## config.mk

```make
export PLATFORM = sky130hd
export DESIGN_NAME = clk_div_multi
export DESIGN_NICKNAME = d
export VERILOG_FILES = /design/src/rtl/clk_div_multi.sv
export SDC_FILE = /design/constraint.sdc
export NUM_CORES = 1
export LEC_CHECK = 0
export ABC_AREA = 1
export CAP_MARGIN = 15
export CORE_ASPECT_RATIO = 0.5
export CORE_UTILIZATION = 33
export DETAILED_ROUTE_END_ITERATION = 16
export GPL_ROUTABILITY_DRIVEN = 0
export PLACE_DENSITY = 0.53
export SLEW_MARGIN = 20
export SYNTH_ARGS = -nofsm -noshare
export SYNTH_HDL_FRONTEND = slang
export SYNTH_SLANG_ARGS = --single-unit
```

## constraint.sdc

```tcl
create_clock -name clk_in -period 9.45 [get_ports clk_in]
set_input_delay 1.89 -clock clk_in [delete_from_list [all_inputs] [get_ports clk_in]]
set_output_delay 1.89 -clock clk_in [all_outputs]
set_load 0.02 [all_outputs]
```

## src/rtl/clk_div_multi.sv

```systemverilog
// Multi-channel programmable clock/enable generator with per-channel shadow settings
// that are applied only at period boundaries, plus a global phase-align input.
module clk_div_multi #(
    parameter int unsigned CH      = 4,
    parameter int unsigned WIDTH   = 11,
    parameter int unsigned DEF_DIV = 4
) (
    input  logic             clk_in,
    input  logic             reset,
    input  logic [CH-1:0]    en,
    input  logic             sync,
    input  logic             load,
    input  logic [3:0]       load_ch,
    input  logic [WIDTH-1:0] load_div,
    input  logic [WIDTH-1:0] load_high,
    output logic [CH-1:0]    clk_out,
    output logic [CH-1:0]    tick,
    output logic [CH-1:0]    pending
);

    localparam logic [WIDTH-1:0] DefDiv = WIDTH'(DEF_DIV);
    localparam logic [WIDTH-1:0] DefCnt = WIDTH'(DEF_DIV - 1);
    localparam logic [WIDTH-1:0] One    = WIDTH'(1);
    localparam logic [WIDTH-1:0] Two    = WIDTH'(2);

    function automatic logic [WIDTH-1:0] div_eff(input logic [WIDTH-1:0] div);
        return (div < Two) ? Two : div;
    endfunction

    // High time 0 selects 50% (rounded down); otherwise clamp so the low phase is never empty.
    function automatic logic [WIDTH-1:0] high_eff(input logic [WIDTH-1:0] div,
                                                  input logic [WIDTH-1:0] high);
        logic [WIDTH-1:0] de;
        de = div_eff(div);
        if (high == '0) begin
            return de >> 1;
        end
        if (high > de - One) begin
            return de - One;
        end
        return high;
    endfunction

    logic load_hit;
    assign load_hit = load && (32'(load_ch) < CH);

    for (genvar i = 0; i < CH; i++) begin : g_ch
        logic [WIDTH-1:0] div_q, div_d, high_q, high_d;
        logic [WIDTH-1:0] sdiv_q, sdiv_d, shigh_q, shigh_d;
        logic [WIDTH-1:0] cnt_q, cnt_d;
        logic [WIDTH-1:0] de_cur, de_new, he_new;
        logic             pend_q, pend_d;
        logic             clk_q, clk_d;
        logic             tick_q, tick_d;
        logic             sel, wrap, apply;

        assign sel = load_hit && (load_ch == 4'(i));

        always_comb begin
            de_cur = div_eff(div_q);
            wrap   = sync || (cnt_q == de_cur - One);
            // A disabled channel has no period to protect, so shadow applies at once.
            apply  = pend_q && (wrap || !en[i]);

            div_d  = apply ? sdiv_q  : div_q;
            high_d = apply ? shigh_q : high_q;
            de_new = div_eff(div_d);
            he_new = high_eff(div_d, high_d);

            // A same-edge load lands after the old shadow has been consumed.
            sdiv_d  = sel ? load_div  : sdiv_q;
            shigh_d = sel ? load_high : shigh_q;
            pend_d  = sel ? 1'b1 : (apply ? 1'b0 : pend_q);

            if (en[i]) begin
                cnt_d  = wrap ? '0 : cnt_q + One;
                clk_d  = (cnt_d < he_new);
                tick_d = wrap;
            end else begin
                cnt_d  = de_new - One;
                clk_d  = 1'b0;
                tick_d = 1'b0;
            end
        end

        always_ff @(posedge clk_in) begin
            if (reset) begin
                div_q   <= DefDiv;
                high_q  <= '0;
                sdiv_q  <= DefDiv;
                shigh_q <= '0;
                pend_q  <= 1'b0;
                cnt_q   <= DefCnt;
                clk_q   <= 1'b0;
                tick_q  <= 1'b0;
            end else begin
                div_q   <= div_d;
                high_q  <= high_d;
                sdiv_q  <= sdiv_d;
                shigh_q <= shigh_d;
                pend_q  <= pend_d;
                cnt_q   <= cnt_d;
                clk_q   <= clk_d;
                tick_q  <= tick_d;
            end
        end

        assign clk_out[i] = clk_q;
        assign tick[i]    = tick_q;
        assign pending[i] = pend_q;
    end

endmodule

```

==> results of run 1 <==
-- cells by family after synthesis --
group           count (synthesis)
compound gates                409
xor+xnor                       80
fa+ha+maj                      80
buf+inv                       383
flops                         232
simple gates                 1064
-- state kept, by name (all words and copies together), names as in the netlist --
signal and flops:
g_ch.shigh_q 44, g_ch.tick_q 4, g_ch.high_q 44, g_ch.sdiv_q 44, g_ch.div_q 44, g_ch.clk_q 4
g_ch.cnt_q 44, g_ch.pend_q 4
-- cells in the final DEF (no fill, tap or decap), types with 4 or more instances in the layout --
cell type	n
dfxtp_1	232
nor3_1	25
o21ai_1	27
nor4_1	7
nand3_1	160
ha_1	80
or2_2	39
nand3b_1	5
or2_1	6
nand2_1	369
buf_4	7
inv_1	293
o21ai_0	208
nor2_1	312
a21oi_1	113
xor2_1	56
clkdlybuf4s50_1	44
clkinvlp_4	5
o22ai_1	23
bufinv_16	4
clkbuf_16	25
nor3_2	4
nor2_2	30
nand2_4	12
xnor2_1	23
clkbuf_8	4
nand3_2	8
nand4_1	26
nand3_4	5
nand2_2	39
inv_2	12
o21bai_1	5
o211ai_1	10
-- worst max-delay path: cells and delay by family --
family	cells	cell delay, ps
and+or+nand+nor	18	2560
AOI/OAI and AO/OA	8	850
adders and majority gates	3	830
buffers and inverters	3	790
xor gates and xnor gates	1	330
-- report_power, final --
group	leakage, nW	total [mW]	internal (mW)	switching [mW]
clock network	0.417	1.06	0.629	0.431
logic	5.88	0.436	0.145	0.291
registers	1.88	1.01	1.00	0.0150
total	8.17	2.51	1.77	0.737
-- area by class of cell --
type	count	area, sq um	area share
tap	598	748	0.0444
clock buffer	31	688	0.0408
inverter	308	1160	0.0687
sequential	232	4640	0.276
clock inverter	14	194	0.0115
timing repair buffer	51	493	0.0293
multi-input combinational	1633	8920	0.530
-- cell usage after synthesis, drive strengths merged --
master   number
nor2        345
nor3         29
or2          48
nand4        29
o21bai        6
and2          3
dfxtp       232
o2111ai       3
nand3b        7
clkbuf       48
nand3       173
o21ai       241
a221o         3
o32ai         3
nand2       420
o21a          2
a21oi       116
xnor3         1
clkinv        4
xor2         56
ha           80
o221ai        1
inv         304
o211ai       10
buf          27
o22ai        23
xnor2        23
a211oi        1
nor4          9
nor3b         1
-- metal layers --
| layer | global-route usage | share of wire |
|---|---|---|
| met4 | 0.0404 | 0.020 |
| met2 | 0.284 | 0.42 |
| met1 | 0.275 | 0.51 |
| met5 | 0 | 0 |
| met3 | 0.0214 | 0.045 |
-- per-stage QoR --
stage | power, mW | hold slack (ps)
2_1_floorplan | 1.35 | 425
3_3_place_gp | 1.47 | 443
3_5_place_dp | 1.47 | 448
4_1_cts | 2.53 | 457
5_1_grt | 2.64 | 470
6_report | 2.51 | 455
-- path summary, 6_finish.rpt --
check / startpoint / slack [ps] / end
setup / recovery: sync / 2640 / g_ch[1].clk_q
hold / removal: g_ch[3].sdiv_q[1] / 450 / g_ch[3].sdiv_q[1]
setup reg to reg: g_ch[0].div_q[6] / 2650 / g_ch[0].clk_q
hold reg to reg: g_ch[3].sdiv_q[1] / 450 / g_ch[3].sdiv_q[1]
==> flow_summary.yaml, run 1 <==
outcome:
  outcome: "complete, no violations"
worst_hold_path:
  hold-path-cell-count: 2
  min_path_type: "flop to flop"
drt:
  routed_wirelength_um: 44100
  wl_per_cell_um: 15.4
  postRouteAntennaNets: 0
  vias: 14000
  dr.pass1.iters: 5
  drc: 0
  drt_iter0_drc: 1142
  via_per_inst: 4.88
cts:
  cts_hold_buf: 0
  h-tree-depth: 1
  ctsRootBufferMaster: "clkbuf_16"
  clock-sinks: 232
  post_cts_buffers: 0
  cts_resized: 0
  cts_made_buffers: 25
  worstSkewPairLatency_ps: 540
  cts_tree: "done"
  clkSlewWorstSetupHoldPaths_ps: 70
  clk_path_buf_depth: 3
setup_path:
  worstRegToRegCells: 42
  path_class: "input port to flop"
  arrival_ps: 7280
  start_kind: "input port"
  critPathMaxFanout: 25
  required_ps: 9920
  critPathCaptureType: "flop"
  slowest_stage: "clkdlybuf4s50_1"
  critical-path-top-cell-by-count: "nor2_1"
  max_stage_delay_ps: 410
logic_synthesis:
  synth_fa_ha_area_frac: 0.0661
  synth_compound_area_frac: 0.147
  syn-num-nets: 2362
  seq_area_frac_synth: 0.307
  syn_area_sq_mm: 0.0151
  synth_cell_types: 56
  yosys.area.top_type: "dfxtp_1"
  synth-simple-area-share: 0.329
  synth-xor-area-share: 0.0473
  yosysWarnings: 0
  synth_seq_cells: 232
  synth_area_per_cell_sq_um: 6.73
  ys_top_cells_by_area: "dfxtp_1, nand2_1, nor2_1"
  muxShareOfSynthArea: 0
  synth.top_cell.area_share: 0.307
  syn-instance-count: 2248
  synth_top_family_by_area: "simple AND/OR/NAND/NOR gates"
cells_and_area:
  finalNonFillerCells: 2867
  drive_gt1_frac: 0.0978
  antennaDiodeCount: 0
  fillers: 4789
  nets: 2365
  final_area_sq_mm: 0.0168
  area_growth_pct: 11.3
  utilization: 0.373
floorplan:
  core_sq_mm: 0.0452
  die_y_um: 153
  die_width_um: 305
  start_util: 0.335
  io-pin-count: 46
  fp.dieArea_sq_mm: 0.0468
  rows: 55
grt:
  grt_max_degree: 52
  overflow: 0
  antenna_found_initial: 0
  grt_use_total: 0.185
  grt_pass1_vias: 12700
  grt_pass1_wl_um: 70400
placement:
  place_inst: 2822
  postPlaceCellArea_sq_mm: 0.0160
  port_buffers: 45
  dpl.hpwl_um: 33800
  dp_worst_setup_slack_ps: 2110
power_and_ir_drop:
  p_per_area_mw_per_mm2: 149
  irDropWorstVdd_uv: 112
  p_leak_nw: 8.17
sta:
  hold_violations: 0
  period_share: 0.720
  tightest_slew_ps: 932
  setup_ws_ps: 2640
  slew_headroom: 0.378
  rsz0062_at_grt: "false"
  final_max_slew_viol_count: 0
  setup-tns-final_ps: 0
  period_minus_slack_ps: 6810
  finalSetupViolations: 0
  skew_ps: 7.73
  clock.fmax_mhz: 147
run:
  maxCapViolCount: 0
No activity file was read; power rests on OpenSTA's default activity.
==> run 2, diff against run 1 <==
- clock period: 9.45 -> 6.55 ns (I/O delays scaled with it)
==> run 2 against run 1 <==
Critical path type is now flop to flop; first-iteration DRC count grew 5.6%; die area is the same; sequential share of layout area shrank 1.9 points; design area grew 7.8%; combinational power grew 68%; register-to-register slack lost 2300 ps; core utilization grew 2.9 points; total power grew 46%; clock power grew 38%; hold slack gained 1.4 ps; sequential power grew 46%; highest routed layer unchanged; critical path depth grew 11.
==> flow_summary.yaml, run 2 (same netlist as run 1, synthesis figures left out) <==
outcome:
  outcome: "complete, no violations"
cts:
  cts_tree: "done"
  cts_hold_buf: 0
  clock-sinks: 232
  clkSlewWorstSetupHoldPaths_ps: 70
  clk_path_buf_depth: 3
  worstSkewPairLatency_ps: 530
  cts_made_buffers: 25
  h-tree-depth: 1
  ctsRootBufferMaster: "clkbuf_16"
setup_path:
  critical-path-top-cell-by-count: "nand2_2"
  path_class: "flop to flop"
  required_ps: 7020
  max_stage_delay_ps: 360
  worst-path-buf-inv: 3
  start_kind: "flop"
  critPathCaptureType: "flop"
  critPathMaxFanout: 5
  arrival_ps: 6670
  slowest_stage: "dfxtp_2"
  cp_top_family: "simple AND/OR/NAND/NOR gates"
sta:
  final_max_slew_viol_count: 0
  finalSetupViolations: 0
  clock.fmax_mhz: 161
  setup-tns-final_ps: 0
  tightest_slew_ps: 911
  skew_ps: 7.50
  slew_headroom: 0.392
  period_share: 0.947
  hold_violations: 0
  period_minus_slack_ps: 6210
grt:
  grt_max_degree: 61
  antenna_found_initial: 0
  overflow: 0
  grt_pass1_wl_um: 70800
  grt_pass1_vias: 13000
  grt_use_total: 0.187
power_and_ir_drop:
  irDropWorstVdd_uv: 193
  intPower_mw: 2.56
  p_sw_mw: 1.09
  p_per_area_mw_per_mm2: 201
  switching_share: 0.299
  seqPwrFrac: 0.401
  clkPwrFrac: 0.399
  p_leak_nw: 8.68
  combPwrFrac: 0.200
floorplan:
  fp.dieArea_sq_mm: 0.0468
  core_sq_mm: 0.0452
  start_util: 0.335
  die_width_um: 305
  rows: 55
  io-pin-count: 46
  die_y_um: 153
cells_and_area:
  fillers: 4648
  utilization: 0.402
  final_cell_mix: "nand2_1, inv_1, nor2_1, dfxtp_1, o21ai_0"
  drive_gt1_frac: 0.177
  area_growth_pct: 20.1
  antennaDiodeCount: 0
  final_common_cell: "nand2_1"
  nets: 2468
drt:
  top_layer_used: "met4"
  dr.pass1.iters: 6
  routed_wirelength_um: 45500
  met2WireLength_um: 19700
  vias: 14400
  drt_iter0_drc: 1206
  drc: 0
  via_per_inst: 4.84
  wl_met3_um: 1990
  wl_per_cell_um: 15.3
  wl_met1_um: 23200
  postRouteAntennaNets: 0
run:
  maxCapViolCount: 0
placement:
  dpl.hpwl_um: 34200
  port_buffers: 45
worst_hold_path:
  min_path_type: "flop to flop"
## run 2: cell types whose count changed in the layout (fill, tap and decap cells not counted), moves of 9 or more
cell	previous run	this run
nand3_1	160	150
nor2_1	312	290
nand3_2	8	20
buf_4	7	98
nand2_2	39	66
nor2_4	3	17
nand2_8	0	9
nand2_1	369	336
## run 2: repair_timing
| action | in CTS | in global routing |
|---|---|---|
| cloned | 0 | 11 |
| setup endpoints to repair | 1 | 4 |
| gates resized for setup | 2 | 139 |
| pin swaps | 0 | 57 |
| endpoints found under the hold margin | 0 | 0 |
| buffers inserted | 0 | 49 |
## run 2: stage by stage
step | hold WS, ps | std cells | instance area (sq um) | setup slack [ps] | total power [mW]
after floorplan | 425 | 2248 | 15100 | 939 | 1.95
after global placement | 445 | 2865 | 16300 | 110 | 2.13
after detailed placement | 447 | 2865 | 16300 | -47.5 | 2.13
after CTS | 456 | 2908 | 17100 | 16.1 | 3.60
after global routing | 480 | 2968 | 18200 | -127 | 3.84
final | 456 | 2968 | 18200 | 345 | 3.65
## run 2: tightest hold or removal path, delay by kind of cell (launching register included)
kind,cells,cell delay [ps]
AO/OA/AOI/OAI,1,50
buffers and inverters,1,60
flip-flops,1,300
## run 2: final timing paths
| kind | start | endpoint | slack [ps] | depth (start not counted) |
|---|---|---|---|---|
| setup / recovery | g_ch[1].div_q[3] | g_ch[1].clk_q | 340 | 44 |
| hold / removal | g_ch[1].sdiv_q[5] | g_ch[1].sdiv_q[5] | 460 | 2 |
| setup reg to reg | g_ch[1].div_q[3] | g_ch[1].clk_q | 340 | 44 |
| hold reg to reg | g_ch[1].sdiv_q[5] | g_ch[1].sdiv_q[5] | 460 | 2 |
## run 2: final cells by class
class	count	area (sq um)	area share
clock inverters	11	124	0.00682
flip-flops and latches	232	4650	0.256
multi-input cells	1644	9580	0.527
repair buffers	143	1200	0.0658
well taps	598	748	0.0412
clock buffers	32	712	0.0392
inverters	308	1160	0.0637
## run 2: power groups by stage
| stage | registers (mW) | logic (mW) | clock network, mW |
|---|---|---|---|
| CTS | 1.46 | 0.637 | 1.49 |
| global placement | 1.50 | 0.630 | 0 |
| floorplan | 1.49 | 0.466 | 0 |
| finish | 1.47 | 0.731 | 1.46 |
| detailed placement | 1.50 | 0.634 | 0 |
| global route | 1.47 | 0.822 | 1.55 |
## run 2: routing by layer
layer,track usage,vias up
li1,-,7509
met1,0.278,6556
met2,0.294,274
met3,0.0194,40
met4,0.0296,0
met5,0,-
